$ cat config.mk
export PLATFORM = sky130hd
export DESIGN_NAME = clkgen_seq_ctrl
export DESIGN_NICKNAME = d
export VERILOG_FILES = /design/src/rtl/clkgen_seq_ctrl.sv
export SDC_FILE = /design/constraint.sdc
export NUM_CORES = 1
export LEC_CHECK = 0
export ABC_AREA = 1
export BUFFER_PORTS_ARGS = -buffer_cell sky130_fd_sc_hd__buf_2
export CELL_PAD_IN_SITES_DETAIL_PLACEMENT = 1
export CELL_PAD_IN_SITES_GLOBAL_PLACEMENT = 1
export CORE_MARGIN = 1.5
export CORE_UTILIZATION = 40
export CTS_CLUSTER_DIAMETER = 150
export DETAILED_ROUTE_END_ITERATION = 8
export PLACE_DENSITY = 0.75
export SLEW_MARGIN = 20
export SYNTH_ARGS = -nofsm -noshare
export SYNTH_HDL_FRONTEND = slang
export SYNTH_SLANG_ARGS = --single-unit
$ cat constraint.sdc
create_clock -name clk32f -period 2.07 [get_ports clk32f]
set_input_delay 0.414 -clock clk32f [delete_from_list [all_inputs] [get_ports clk32f]]
set_output_delay 0.414 -clock clk32f [all_outputs]
set_load 0.01 [all_outputs]
$ cat src/rtl/clkgen_seq_ctrl.sv
// Lane clock-tree sequencer: derives clk4f/clk2f/clk (clk32f /8, /16, /32) from one shared counter
// and gates them on fastest-first, off slowest-first. Define CLKGEN_STATUS_EN to add frame_cnt.
module clkgen_seq_ctrl #(
    parameter int unsigned SETTLE_CYC = 2
) (
    input  logic       clk32f,
    input  logic       reset,
    input  logic       en,
    output logic       clk4f,
    output logic       clk2f,
    output logic       clk,
    output logic [2:0] gates,
    output logic       busy,
    output logic       locked
`ifdef CLKGEN_STATUS_EN
    ,
    output logic [7:0] frame_cnt
`endif
);

    typedef enum logic [2:0] {
        ST_OFF,
        ST_UP4,
        ST_UP2,
        ST_UP1,
        ST_LOCKED,
        ST_DOWN
    } state_e;

    localparam logic [3:0] SETTLE_LAST = 4'(SETTLE_CYC - 1);

    state_e     state_q, state_d, state_shed;
    logic [4:0] cnt_q;
    logic [2:0] gates_q, gates_d, gates_shed;
    logic [3:0] settle_q, settle_d;
    logic       clk4f_q, clk2f_q, clk_q, busy_q, locked_q;
    logic       fb;

    assign fb = (cnt_q == 5'd31);

    // Shutdown drops the slowest running domain first; leaving no gate set means OFF.
    always_comb begin
        gates_shed = 3'b000;
        if (gates_q[2]) begin
            gates_shed = {1'b0, gates_q[1:0]};
        end else if (gates_q[1]) begin
            gates_shed = {2'b00, gates_q[0]};
        end
        state_shed = (gates_shed == 3'b000) ? ST_OFF : ST_DOWN;
    end

    always_comb begin
        // NOTE: every next-state signal gets a default first so no latch is inferred.
        state_d  = state_q;
        gates_d  = gates_q;
        settle_d = settle_q;
        if (fb) begin
            unique case (state_q)
                ST_OFF: begin
                    if (en) begin
                        gates_d  = 3'b001;
                        settle_d = '0;
                        state_d  = ST_UP4;
                    end
                end
                ST_UP4, ST_UP2, ST_UP1: begin
                    if (!en) begin
                        gates_d = gates_shed;
                        state_d = state_shed;
                    end else if (settle_q == SETTLE_LAST) begin
                        settle_d = '0;
                        if (state_q == ST_UP4) begin
                            gates_d[1] = 1'b1;
                            state_d    = ST_UP2;
                        end else if (state_q == ST_UP2) begin
                            gates_d[2] = 1'b1;
                            state_d    = ST_UP1;
                        end else begin
                            state_d = ST_LOCKED;
                        end
                    end else begin
                        settle_d = settle_q + 4'd1;
                    end
                end
                ST_LOCKED: begin
                    if (!en) begin
                        gates_d = gates_shed;
                        state_d = state_shed;
                    end
                end
                ST_DOWN: begin
                    gates_d = gates_shed;
                    state_d = state_shed;
                end
                default: state_d = ST_OFF;
            endcase
        end
    end

    always_ff @(posedge clk32f) begin
        if (reset) begin
            cnt_q    <= '0;
            state_q  <= ST_OFF;
            gates_q  <= '0;
            settle_q <= '0;
            clk4f_q  <= 1'b0;
            clk2f_q  <= 1'b0;
            clk_q    <= 1'b0;
            busy_q   <= 1'b0;
            locked_q <= 1'b0;
        end else begin
            // NOTE: non-blocking, so the divider taps below see the pre-edge cnt and gates.
            cnt_q    <= cnt_q + 5'd1;
            state_q  <= state_d;
            gates_q  <= gates_d;
            settle_q <= settle_d;
            // Old gates here: a gate set at fb first matters at cnt=0, a cleared one finishes its high phase.
            clk4f_q  <= gates_q[0] & cnt_q[2];
            clk2f_q  <= gates_q[1] & cnt_q[3];
            clk_q    <= gates_q[2] & cnt_q[4];
            busy_q   <= (state_d == ST_UP4) || (state_d == ST_UP2) ||
                        (state_d == ST_UP1) || (state_d == ST_DOWN);
            locked_q <= (state_d == ST_LOCKED);
        end
    end

    assign clk4f  = clk4f_q;
    assign clk2f  = clk2f_q;
    assign clk    = clk_q;
    assign gates  = gates_q;
    assign busy   = busy_q;
    assign locked = locked_q;

`ifdef CLKGEN_STATUS_EN
    logic [7:0] frame_cnt_q;

    always_ff @(posedge clk32f) begin
        if (reset) begin
            frame_cnt_q <= '0;
        end else if (state_q == ST_LOCKED && state_d != ST_LOCKED) begin
            frame_cnt_q <= '0;
        end else if (fb && state_q == ST_LOCKED && frame_cnt_q != 8'hFF) begin
            frame_cnt_q <= frame_cnt_q + 8'd1;
        end
    end

    assign frame_cnt = frame_cnt_q;
`endif

endmodule
==> key figures <==
Worst setup path
  – Critical path type: register to register
  – CP max-delay cell: dfxtp_1
  – Worst Path Required: 2.28 ns
  – Reg2reg start: cnt_q[0]$_SDFF_PP0_
  – CP max stage delay: 0.39 ns
  – Arrival @ worst endpoint: 2.02 ns
  – Setup crit start: cnt_q[0]$_SDFF_PP0_
  – Buf/Inv on CP: 2
  – Cell family with most CP delay: simple AND/OR/NAND/NOR gates
  – Crit Path Max Fanout: 5
  – Worst Setup Start Kind: register
  – Worst-path cell chain: ha_1, nand2_1, nor2_1, ha_1, inv_1, nor2_4, inv_2, nor2_2, nand3_1, nor2_1, nor3b_2
  – Endpoint type of the worst setup path: register

STA
  – Max Clock Skew: 0.0119 ns
  – RSZ-0062 raised after global routing: no
  – Fmax: 554 MHz
  – Period utilisation layout: 0.872
  – Setup_tns: 0 ns
  – Max-slew headroom: 0.833
  – Final WS setup: approximately 0.26 ns
  – Fin. max-slew vios: 0
  – Slew @ Worst Pin: 0.249 ns
  – Tmin final: 1.81 ns
  – Finish-stage setup viols: 0
  – Hold Fails Final Rpt: 0

Layout
  – Final Non-Filler Cells: 191
  – Layout cells sized above 1: 0.205
  – Nets: 169
  – Syn-to-layout area delta: 12.7%
  – Antenna diodes: 0

Die
  – Initial core utilization: 0.421
  – Core Box Area: 2480 um^2
  – Ports: 11
  – Die ar.: 2920 um^2
  – DIE WIDTH: 54.0 um
  – Die height: roughly 54 um
  – Cell Rows: 18

Clocking
  – Clk sink count: 20
  – Clock tree buffer depth: 2
  – Hold-fix buffers at CTS: 0
  – Clock Latency Late Sink: 0.30 ns
  – Root Buffer: clkbuf_4
  – CTS Buf Count: 3
  – Post-CTS Setup Inserts: 0
  – CTS tree: yes
  – Post-CTS resize count: 0
  – Clock transition at path regs: 0.12 ns
  – H-tree depth: 1

Worst hold path
  – Worst hold start: reset
  – Worst min path class: input pin to register

Yosys
  – Post-synth EDFFs: 0
  – Seq/Total Area, Yosys: 0.384
  – Syn Inst Count: 148
  – Post-Syn Area: roughly 1000 um^2
  – Synth area leader: dfxtp_1
  – Synth Flop Type: dfxtp_1
  – Mapped Nets: 155
  – Synthesized flop and latch total: 20
  – Synth area leaders: dfxtp_1, nand2_1, inv_1
  – Synth warn: 0
  – Cell variety after synth: 22
  – Synth Area per Inst: 7.04 um^2
  – Top-count cell post-synth: nand2_1
  – Post-synth top area share: 0.384
  – Top cells by count, synth: nand2_1, dfxtp_1, inv_1
  – Fraction of registers with async set/reset: 0

Placement
  – Detail Placement HPWL: 1950 um
  – DP Worst Slack: 0.283 ns
  – # port buffers: 10
  – Post-placement cell count: approximately 190
  – Gpl congestion: between 0.9 and 1

Drt
  – Wirelength per Cell: 12.9 um
  – Drt drc: 0
  – Top sig layer: met4
  – DRT antenna net count: 0
  – First drt pass iteration count: 4
  – WL final: approximately 2500 um
  – Vias per cell: 5.07
  – Met2 wire len: roughly 1300 um
  – Wl on met1: 1130 um
  – Met3 WL post-DR: about 74 um
  – Overall via count from detail_route: around 970
  – Initial DRC count: 16

Power
  – Reg power frac: 0.532
  – Switching share of total power: 0.196
  – Pwr/cell area: between 600 and 700 nW/um^2
  – LEAKAGE: slightly above 0.5 nW
  – Sw Pwr: 0.145 mW
  – Comb power frac: 0.039
  – VDD IR-drop max: 432 uV
  – Clock share of power: 0.429
  – Internal: 0.595 mW

Outcome
  – Status: completed

GRT
  – Antenna violations before repair: 0
  – Largest net degree at the start of global routing: 13
  – First-pass GRT wire length: 3980 um
  – All-layer global routing usage: 0.189
  – Vias in the first global route: 942
  – Overflow left after global routing: 0

Flow run
  – Max_cap viols: 0
==> layout by cell type, fill, tap and decap left out <==
cell type   n
nor3b_2     2
clkbuf_4    3
o21ai_1     2
a21oi_1     8
inv_1      20
nor2_1     18
buf_2      10
nand2_1    31
nand2_2     5
nor2_2      4
inv_2       3
a211oi_1    1
o211ai_1    1
ha_1        4
bufinv_16   1
nor2_4      2
nor3b_1     2
dfxtp_1    20
nand3_2     1
nor3_1      1
or2_2       1
nand3_1    15
o21ai_0     5
o21ai_2     1
==> kinds of logic (layout without fill, tap and decap cells) <==
kind of cell | after synthesis | count (layout) | share of synthesized area
flip-flops | 20 | 20 | 0.384
buffers and inverters | 24 | 37 | 0.0900
adder cells (fa/ha/maj) | 4 | 4 | 0.0480
AND/OR/NAND/NOR | 82 | 82 | 0.383
AO/OA/AOI/OAI | 18 | 18 | 0.0948
==> sequential cells by signal, indices dropped and copies added (netlist names) <==
name	flops
clk	1
gates	3
clk2f	1
settle_q	4
locked	1
clk4f	1
busy	1
state_q	3
cnt_q	5
==> power by group through the flow <==
stage | clock network, mW | logic (mW) | registers (mW)
finish | 0.317 | 0.0289 | 0.394
global route | 0.338 | 0.0336 | 0.394
CTS | 0.325 | 0.0294 | 0.394
detailed placement | 0 | 0.0292 | 0.402
global placement | 0 | 0.0273 | 0.401
floorplan | 0 | 0.0203 | 0.401
==> layer usage <==
layer,global-route usage,vias to the layer above
li1,-,494
met1,0.209,456
met2,0.358,16
met3,0.0500,2
met4,0.0375,0
met5,0,-
==> through the flow <==
step	util	power (mW)	cell area [um^2]	hold slack, ns
after floorplan	-	0.421	1040	0.418
after global placement	0.453	0.429	1120	0.430
final	0.474	0.740	1170	0.393
after CTS	0.474	0.748	1170	0.380
after detailed placement	0.453	0.431	1120	0.446
after global routing	0.474	0.765	1170	0.392
==> worst paths after layout <==
check	endpoint	slack (ns)	depth (start not counted)
setup / recovery	settle_q[3]$_SDFFE_PP0P_	0.26	11
hold / removal	cnt_q[0]$_SDFF_PP0_	0.39	2
setup reg to reg	settle_q[3]$_SDFFE_PP0P_	0.26	11
hold reg to reg	clk$_SDFF_PP0_	0.46	2
==> cell type report <==
type                       count  area, um^2
timing repair buffer          10        50.0
multi-input combinational    104         548
tap                           30        37.5
sequential                    20         400
clock buffer                   3        22.5
clock inverter                 1        30.0
inverter                      23        86.3
fill                         337        1300
Note: power is estimated with default switching activity, not from simulation.
